File: config.mk
export PLATFORM = sky130hd
export DESIGN_NAME = bist_session_sequencer
export DESIGN_NICKNAME = d
export VERILOG_FILES = /design/src/rtl/bist_pkg.sv /design/src/rtl/bist_sat_counter.sv /design/src/rtl/bist_session_sequencer.sv
export SDC_FILE = /design/constraint.sdc
export NUM_CORES = 1
export LEC_CHECK = 0
export CORE_MARGIN = 4
export CORE_UTILIZATION = 51
export CTS_CLUSTER_DIAMETER = 150
export DETAILED_ROUTE_END_ITERATION = 16
export GPL_ROUTABILITY_DRIVEN = 0
export GPL_TIMING_DRIVEN = 0
export PLACE_DENSITY = 0.82
export SLEW_MARGIN = 20
export SYNTH_ARGS = -nofsm -noshare
export SYNTH_HDL_FRONTEND = slang
export SYNTH_HIERARCHICAL = 1
export SYNTH_SLANG_ARGS = --single-unit
File: constraint.sdc
create_clock -name clock -period 4.85 [get_ports clock]
set_input_delay 0.97 -clock clock [delete_from_list [all_inputs] [get_ports clock]]
set_output_delay 0.97 -clock clock [all_outputs]
set_load 0.02 [all_outputs]
File: src/rtl/bist_pkg.sv
// bist_pkg: shared state encoding and full-adder BIST constants
package bist_pkg;
  typedef enum logic [2:0] {
    IDLE   = 3'd0,
    CLEAR  = 3'd1,
    RUN    = 3'd2,
    SETTLE = 3'd3,
    DONE   = 3'd4
  } state_t;
  localparam logic [3:0] GOLDEN_SIG_FA   = 4'b1101;
  localparam int         NUM_PATTERNS_FA = 7;
endpackage

File: src/rtl/bist_sat_counter.sv
// bist_sat_counter: increment-only counter that sticks at all-ones
module bist_sat_counter #(
  parameter int CNT_W = 8
) (
  input  logic             clock,
  input  logic             reset,
  input  logic             inc,
  output logic [CNT_W-1:0] count
);
  always_ff @(posedge clock or negedge reset)
    if (!reset) count <= '0;
    else if (inc && !(&count)) count <= count + 1'b1;
endmodule

File: src/rtl/bist_session_sequencer.sv
// bist_session_sequencer: runs one clear/pattern/settle BIST session and grades the MISR signature
module bist_session_sequencer
  import bist_pkg::*;
#(
  parameter int               SIG_W         = 4,
  parameter int               NUM_PATTERNS  = NUM_PATTERNS_FA,
  parameter int               SETTLE_CYCLES = 1,
  parameter logic [SIG_W-1:0] GOLDEN        = GOLDEN_SIG_FA,
  parameter int               CNT_W         = 8
) (
  input  logic             clock,
  input  logic             reset,
  input  logic             start,
  input  logic             abort,
  input  logic [SIG_W-1:0] signature_in,
  output logic             testmode,
  output logic             bist_clear,
  output logic             busy,
  output logic             done,
  output logic             pass,
  output logic [SIG_W-1:0] last_signature,
  output logic [CNT_W-1:0] fail_count
);
  localparam int PW = $clog2(NUM_PATTERNS + 1);
  localparam int SW = $clog2(SETTLE_CYCLES + 1);
  localparam logic [PW-1:0] P_LAST = PW'(NUM_PATTERNS - 1);
  localparam logic [SW-1:0] S_LAST = SW'(SETTLE_CYCLES - 1);
  state_t st, nxt;
  logic [PW-1:0] pcnt;
  logic [SW-1:0] scnt;
  logic sample;
  always_comb begin
    nxt = st;
    sample = 1'b0;
    case (st)
      IDLE:   nxt = (start && !abort) ? CLEAR : IDLE;
      CLEAR:  nxt = abort ? IDLE : RUN;
      RUN:    nxt = abort ? IDLE : (pcnt == P_LAST) ? SETTLE : RUN;
      SETTLE: begin
        sample = !abort && (scnt == S_LAST);
        nxt = abort ? IDLE : sample ? DONE : SETTLE;
      end
      DONE:   nxt = IDLE;
      default: nxt = IDLE;
    endcase
  end
  // outputs are registered from the next state so they line up with the state register
  always_ff @(posedge clock or negedge reset)
    if (!reset) begin
      st <= IDLE;
      pcnt <= '0;
      scnt <= '0;
      testmode <= 1'b0;
      bist_clear <= 1'b0;
      busy <= 1'b0;
      done <= 1'b0;
      pass <= 1'b0;
      last_signature <= '0;
    end else begin
      st <= nxt;
      pcnt <= (st == RUN) ? pcnt + 1'b1 : '0;
      scnt <= (st == SETTLE) ? scnt + 1'b1 : '0;
      testmode <= (nxt == CLEAR) || (nxt == RUN) || (nxt == SETTLE);
      bist_clear <= nxt == CLEAR;
      busy <= nxt != IDLE;
      done <= nxt == DONE;
      if (sample) begin
        last_signature <= signature_in;
        pass <= signature_in == GOLDEN;
      end
    end
  bist_sat_counter #(.CNT_W(CNT_W)) u_fail_cnt (
    .clock(clock),
    .reset(reset),
    .inc  (sample && (signature_in != GOLDEN)),
    .count(fail_count)
  );
endmodule

# Word level (Yosys, flattened, before mapping)
# Index checks and enable logic that the tools add are counted.
[totals] ff_bits=24 latchBits=0 ramBits=0 romBits=0 in_bits=8 out_inout_bits=17 wordCells=45 memories=0
[op_classes] n_addsub=3 n_mul=0 n_div=0 magnitude_cmp=0 eq_ne=10 shift=0 muxes=10 n_bitwise=1 n_reduce_logical=11
[ops] op="$eq 3x2->1 const B" n=4
[ops] op="$pmux 3 s4" n=1
[ops] op="$mux 3" n=3
[ops] op="$add 8x1->8 const B" n=1
[ops] op="$reduce_and 8->1" n=1
[ops] op="$eq 3x1->1 const B" n=2
[ops] op="$eq 3x3->1 const B" n=2
[ops] op="$eq 4x4->1 const B" n=1
[ops] op="$logic_and 1x1->1" n=4
[ops] op="$mux 1" n=4
[ops] op="$mux 2" n=2
[ops] op="$ne 4x4->1 const B" n=1
[ops] op="$add 3x1->3 const B" n=1
[ops] op="$logic_not 3->1" n=1
[ops] op="$reduce_bool 3->1" n=1
[ops] op="$logic_not 1->1" n=2
[ops] op="$logic_or 1x1->1" n=2
[ops] op="$add 1x1->1 const B" n=1
[ops] op="$not 1->1" n=1

# Logic depth before layout (Yosys ltp)
# Gate-level depths: netlist of run 1.
[depth] ltp_word=8 mapped_depth=7

# By module
# Netlist of run 1, hierarchy kept.
[by_module_without_submodules] module="bist_session_sequencer" n_inst=1 cells_each=50 area_each_um2=660.6 seq_area_each_um2=400.4
[by_module_without_submodules] module="bist_sat_counter" n_inst=1 cells_each=35 area_each_um2=390.4 seq_area_each_um2=200.2

# Worst setup path after synthesis of run 1
# No wires, ideal clock.
[synth_timing] kind="input-to-reg" from="input port abort" to="register u_fail_cnt.count[5]" setup_ps=131 arrival_time_ps=1943 slack_ps=2776 cell_stages=7 n_path_buf=1 cell_sequence="nor2_4 -> nand2b_4 -> buf_6 -> nor2_1 -> and4_1 -> o211ai_1 -> xnor2_1"
[synth_between] elab_chain_len=5
[synth_rtl] item="start: declaration" line_no="bist_session_sequencer.sv:14" rtl="input logic abort,"
[synth_rtl] item="$logic_not 1->1" line_no="bist_session_sequencer.sv:40" rtl="sample = !abort && (scnt == S_LAST);"
[synth_rtl] item="$logic_and 1x1->1" line_no="bist_session_sequencer.sv:40"
[synth_rtl] item="$mux 1" line_no="bist_session_sequencer.sv:35" rtl="case (st)"
[synth_rtl] item="$logic_and 1x1->1" line_no="bist_session_sequencer.sv:75" rtl=".inc (sample && (signature_in != GOLDEN)),"
[synth_rtl] item="$logic_and 1x1->1" line_no="bist_sat_counter.sv:12" rtl="else if (inc && !(&count)) count <= count + 1'b1;"
[synth_rtl] item="end signal: assignment" line_no="bist_sat_counter.sv:12"
[synth_rtl] item="end: declaration" line_no="bist_sat_counter.sv:8" rtl="output logic [CNT_W-1:0] count"
# No other way between the ends.
# A chain may end at the register's enable or synchronous reset.

# Worst setup path in the final report of run 1
[layout_timing] from="register u_fail_cnt.count[6]" to="output port fail_count[6]"
[layout_rtl] item="end: declaration" line_no="bist_session_sequencer.sv:22" rtl="output logic [CNT_W-1:0] fail_count"
# No word-level cell between the ends.

==> out/metrics.yaml, run 1 <==
clock_tree:
  ctsHoldBuffers: 0
  clk_pin_slew_ps: 120
  htreeDepth: 1
  cts_setup_buffers: 0
  insertion_delay_ps: 310
  cts_resized: 0
  clk_path_buf_depth: 2
  cts_buffers: 3
  cts_tree: "done"
  root_buffer: "clkbuf_4"
  cts_sinks: 24
layout:
  final_cell_mix: "dfrtp_1, clkdlybuf4s50_1, nor2_1"
  antenna_cells: 0
  stdcell_count: 140
  area_growth_pct: 29.05
  drive_gt1_frac: 0.1416
  nets: 125
  postLayoutCellArea_mm2: 0.001356
  final_common_cell: "dfrtp_1"
  post-route-util: 0.6913
setup_path:
  slowest_stage: "clkdlybuf4s50_1"
  path_buf_inv: 1
  worst-setup-path-type: "flip-flop to output port"
  arrival_ps: 1420
  crit_required_ps: 3880
  endpoint_kind: "output port"
  start_kind: "flip-flop"
  crit_family: "buffers and inverters"
  max_stage_delay_ps: 650
  worstPathMaxFanout: 6
  crit_chain: "clkdlybuf4s50_1"
synthesis:
  syn_area_mm2: 0.001051
  synth_area_leaders: "dfrtp_1, mux2_4, xnor2_1"
  synth.yosys.seq_area_share: 0.5714
  ys_warn_count: 6
  syn_nets: 96
  synth_ff_type: "dfrtp_1"
  synth_edf_count: 0
  synth_top_area_share: 0.5714
  synthCells: 85
  ys_ff_latch: 24
  synth_cell_type_count: 30
  avgSynthCellArea_um2: 12.36
  async_reset_ff_frac: 1.000
  yosysTopAreaCell: "dfrtp_1"
route:
  viasPerCell: 5.136
  routed_wl_um: 1797
  drt_iter0_markers: 5
  post_drt_wl_per_cell_um: 12.84
  drt_pre_antenna_iters: 4
  antenna_left: 0
  vias: 719
  drc_errors: 0
die:
  fp-row-count: 16
  io_pins: 25
  start_util: 0.5357
  die_x_um: 53.40
  die-area_mm2: 0.002851
  core_mm2: 0.001962
  fp.dieH_um: 53.40
power_and_ir_drop:
  power_density_mw_per_mm2: 367.5
  p_switching_uw: 144.7
  p_leak_nw: 0.6489
  p_int_uw: 353.7
  ir_drop_mv: 0.2358
  finalPower_uw: 498.4
  clkPwrFrac: 0.205
  sw_frac_of_total: 0.2902
  seqPwrFrac: 0.506
  pwr-share-comb: 0.288
place:
  preCtsSetupSlack_ps: 2141
  dp_hpwl_um: 1434
  dp_cells: 136
  dpl-instance-area_mm2: 0.001325
  port_buffers: 24
sta:
  min_period_ps: 2389
  hold_violations: 0
  skew_ps: 4.681
  max_freq_ghz: 0.4185
  timing.final.ws_setup_ps: 2461
  rsz0062_at_grt: "false"
  tightest_slew_ps: 497.9
  whs_ps: 473.0
  setup_viol: 0
  timing.final.crit_share: 0.4926
  maxSlewViolCount: 0
  slew_headroom: 0.6681
  finalSetupTns_ps: 0
hold_path:
  min_path_type: "flip-flop to flip-flop"
flow_run:
  drv_cap: 0
global_route:
  grt_pass1_vias: 755
  grt_pass1_wl_um: 3180
  antenna_found_initial: 0
  grt_max_degree: 25
  track_usage: 0.1559
  grt_overflow: 0
run_status:
  status: "finished clean"
==> sequential cells by signal (all words and copies together) (netlist names) <==
name and count:
scnt 1, last_signature 4, st 3, pcnt 3, testmode 1, done 1
bist_clear 1, busy 1, u_fail_cnt/count 8, pass 1
==> final cells by class <==
class,instances,area (µm²)
clock buffers,4,36.28
well taps,27,33.78
multi-input cells,56,424.2
flip-flops and latches,24,600.6
inverters,4,15.01
fillers,177,605.6
plain buffers,1,11.26
repair buffers,24,235.2
==> routing by layer <==
layer  vias to the layer above  global-route usage  wire length [µm]
met5                         -                   0                 0
met3                         5             0.02254               106
met2                        26              0.2633               886
met4                         0             0.09362                47
li1                        351                   -                 -
met1                       337              0.1848               756
==> power by group through the flow <==
stage                     Combinational, mW  Clock [mW]  Sequential, mW
after floorplan                      0.0429           0           0.285
after global placement                0.142           0           0.255
after detailed placement              0.147           0           0.257
after CTS                             0.147       0.107           0.254
after global routing                  0.156       0.115           0.258
final                                 0.144       0.102           0.252
==> cell usage after synthesis (2+ instances only) <==
master / number
xnor2_1: 5
dfrtp_1: 24
a21oi_1: 3
nor2_1: 9
nand2_1: 5
and3_1: 3
ha_1: 3
mux2_4: 4
o211ai_1: 2
inv_1: 3
mux2_1: 2
nand3_1: 3
nor3_1: 2
==> cell families (layout without fill, tap and decap cells) <==
family,after synthesis,in the layout,share of synthesized area
flip-flops,24,24,0.5714
AND/OR/NAND/NOR,32,32,0.1810
AO/OA/AOI/OAI,10,10,0.06666
XOR/XNOR,5,5,0.04166
multiplexers,6,6,0.07857
adder cells (fa/ha/maj),3,3,0.03572
buffers and inverters,5,33,0.02500
==> worst paths after layout <==
check | start | endpoint | slack, ps | cells after the start
max | u_fail_cnt/count[6]$_DFFE_PN0P_ | fail_count[6] | 2460 | 1
min | pcnt[0]$_DFF_PN0_ | pcnt[0]$_DFF_PN0_ | 470 | 1
max reg2reg | scnt$_DFF_PN0_ | u_fail_cnt/count[3]$_DFFE_PN0P_ | 3060 | 7
min reg2reg | pcnt[0]$_DFF_PN0_ | pcnt[0]$_DFF_PN0_ | 470 | 1
max in group asynchronous | reset | pass$_DFFE_PN0P_ | 3910 | 1
min in group asynchronous | reset | u_fail_cnt/count[5]$_DFFE_PN0P_ | 600 | 1
(Power assumes the default switching activity.)
==> inputs of run 2 (changes only) <==
--- a/config.mk
+++ b/config.mk
@@ -6,12 +6,12 @@
 export NUM_CORES = 1
 export LEC_CHECK = 0
 export CORE_MARGIN = 4
-export CORE_UTILIZATION = 51
+export CORE_UTILIZATION = 43
 export CTS_CLUSTER_DIAMETER = 150
 export DETAILED_ROUTE_END_ITERATION = 16
 export GPL_ROUTABILITY_DRIVEN = 0
 export GPL_TIMING_DRIVEN = 0
-export PLACE_DENSITY = 0.82
+export PLACE_DENSITY = 0.73
 export SLEW_MARGIN = 20
 export SYNTH_ARGS = -nofsm -noshare
 export SYNTH_HDL_FRONTEND = slang
==> constraint.sdc (replaced) <==
create_clock -name clock -period 2 [get_ports clock]
set_input_delay 0.4 -clock clock [delete_from_list [all_inputs] [get_ports clock]]
set_output_delay 0.4 -clock clock [all_outputs]
set_load 0.02 [all_outputs]
==> out/metrics.yaml, run 2 (same netlist as run 1, synthesis figures left out) <==
die:
  start_util: 0.4618  # -0.07392
  die-area_mm2: 0.003299  # +16%
  io_pins: 25  # unchanged
  fp.dieH_um: 57.44  # +7.6%
  fp-row-count: 17  # +1
  core_mm2: 0.002276  # +16%
  die_x_um: 57.44  # +7.6%
layout:
  final_cell_mix: "dfrtp_1, clkdlybuf4s50_1, nor2_1"
  area_growth_pct: 30.83
  ff_latch_area_um2: 601.8  # +0.21%
  multiInputGateArea_um2: 424.2  # unchanged
  top_register: "u_fail_cnt/count"
  post-route-util: 0.6042  # -0.08715
  largest_reg_flops: 8  # unchanged
  nets: 125  # unchanged
  reg_top3: "u_fail_cnt/count (8), last_signature (4)"
  n_fill_cell: 192  # +8.5%
  antenna_cells: 0  # unchanged
  drive_gt1_frac: 0.1504  # +0.008850
setup_path:
  slowest_stage: "clkdlybuf4s50_1"
  max_stage_delay_ps: 480  # -170 ps
  start_kind: "primary input"
  crit_family: "simple AND/OR/NAND/NOR gates"
  worstPathMaxFanout: 7  # +1
  arrival_ps: 2090  # +670 ps
  endpoint_kind: "flip-flop"
  crit_chain: "clkdlybuf4s50_1 -> nor2_4 -> nand2b_4 -> buf_6 -> nor2_1 -> and4_1 -> nand3_1 -> a2bb2oi_1"
  crit_required_ps: 2240  # -1640 ps
  worst-setup-path-type: "primary input to flip-flop"
  path_buf_inv: 2  # +1
route:
  antenna_left: 0  # unchanged
  post_drt_wl_per_cell_um: 14.11  # +9.9%
  drt_iter0_markers: 21  # +16
  drt_pre_antenna_iters: 4  # unchanged
  viasPerCell: 5.234  # +1.9%
  vias: 738  # +2.6%
  drc_errors: 0  # unchanged
  routed_wl_um: 1989  # +11%
power_and_ir_drop:
  finalPower_mw: 1.323  # +170%
  seqPwrFrac: 0.466  # -0.040
  sw_frac_of_total: 0.2807  # -0.009573
  clkPwrFrac: 0.267  # +0.062
  p_int_uw: 952.0  # +170%
  p_switching_uw: 371.4  # +160%
  pwr-share-comb: 0.267  # -0.021
  power_density_mw_per_mm2: 962.4  # +160%
  p_leak_nw: 0.6544  # +0.85%
  ir_drop_mv: 0.9210  # +290%
global_route:
  antenna_found_initial: 0  # unchanged
  grt_max_degree: 25  # unchanged
  grt_pass1_wl_um: 3505  # +10%
  track_usage: 0.1381  # -0.01782
  grt_overflow: 0  # unchanged
  grt_pass1_vias: 818  # +8.3%
sta:
  slew_headroom: 0.6582  # -0.009889
  max_freq_ghz: 0.5393
  rsz0062_at_grt: "false"
  maxSlewViolCount: 0  # unchanged
  min_period_ps: 1854
  tightest_slew_ps: 512.7  # +14.83 ps
  hold_violations: 0  # unchanged
  timing.final.crit_share: 0.9271
  skew_ps: 7.356  # +2.675 ps
  setup_viol: 0  # unchanged
clock_tree:
  cts_sinks: 24  # unchanged
  clk_path_buf_depth: 2  # unchanged
  htreeDepth: 1  # unchanged
  clk_pin_slew_ps: 140  # +20 ps
  root_buffer: "clkbuf_4"
  insertion_delay_ps: 320  # about the same
  cts_setup_buffers: 0  # unchanged
  cts_tree: "done"
  cts_buffers: 3  # unchanged
place:
  dp_hpwl_um: 1442  # +0.53%
  port_buffers: 24  # unchanged
flow_run:
  drv_cap: 0  # unchanged
run_status:
  status: "finished clean"
hold_path:
  min_path_type: "primary input to async pin"
-- run 2: changes by cell type in the layout (fill, tap and decap cells not counted) --
cell / before / now
bufinv_16: 0 / 1
clkbuf_8: 1 / 0
dfrtp_1: 24 / 23
dfrtp_2: 0 / 1
-- run 2: cell type report --
| type | count | share of cell area |
|---|---|---|
| Clock inverter | 1 | 0.02184 |
| Clock buffer | 3 | 0.01638 |
| Tap cell | 28 | 0.02548 |
| Multi-Input combinational cell | 56 | 0.3085 |
| Inverter | 4 | 0.01092 |
| Sequential cell | 24 | 0.4377 |
| Timing Repair Buffer | 24 | 0.1711 |
| Buffer | 1 | 0.008189 |
-- run 2: what timing repair did --
item                       in CTS  in global routing
setup endpoints to repair       0                  1
hold buffers                    0                  0
gates resized for setup         0                  1
-- run 2: routing by layer --
| layer | up-vias | part of all wire | GRT usage |
|---|---|---|---|
| met4 | 0 | 0.014 | 0.07947 |
| met5 | - | 0 | 0 |
| met1 | 360 | 0.43 | 0.1524 |
| met3 | 2 | 0.053 | 0.02036 |
| met2 | 22 | 0.50 | 0.2484 |
| li1 | 354 | - | - |
-- run 2: worst paths after layout --
check / slack [ps] / cells past startpoint / end / from
min reg2reg: 480 / 1 / pcnt[0]$_DFF_PN0_ / pcnt[0]$_DFF_PN0_
max in group asynchronous: 1610 / 1 / st[1]$_DFF_PN0_ / reset
min: 30 / 1 / pcnt[2]$_DFF_PN0_ / reset
max: 150 / 8 / u_fail_cnt/count[7]$_DFFE_PN0P_ / abort
max reg2reg: 150 / 7 / u_fail_cnt/count[7]$_DFFE_PN0P_ / scnt$_DFF_PN0_
min in group clock: 480 / 1 / pcnt[0]$_DFF_PN0_ / pcnt[0]$_DFF_PN0_
-- run 2: power by group through the flow --
stage / clock network (mW) / logic [mW] / registers, mW
final: 0.353 / 0.353 / 0.617
after global routing: 0.373 / 0.385 / 0.629
after CTS: 0.361 / 0.362 / 0.617
after detailed placement: 0 / 0.362 / 0.624
after global placement: 0 / 0.346 / 0.619
after floorplan: 0 / 0.104 / 0.692
-- run 2: worst reg2reg max path: cells and delay by family, from the launching register on --
family	cells	cell delay, ps
AO/OA/AOI/OAI	1	190
flip-flops	1	400
AND/OR/NAND/NOR	5	1040
buffers and inverters	1	140
-- run 2: stage by stage --
step	std cells	cell area [µm²]	setup WS (ps)	hold slack, ps	setup TNS [ps]
2_1_floorplan	85	1051	352.0	104.4	0
3_3_place_gp	137	1326	-136.2	442.4	-508.4
3_5_place_dp	137	1326	-157.1	469.7	-660.6
4_1_cts	141	1379	159.0	488.4	0
5_1_grt	141	1375	17.93	70.32	0
6_report	141	1375	145.9	27.03	0
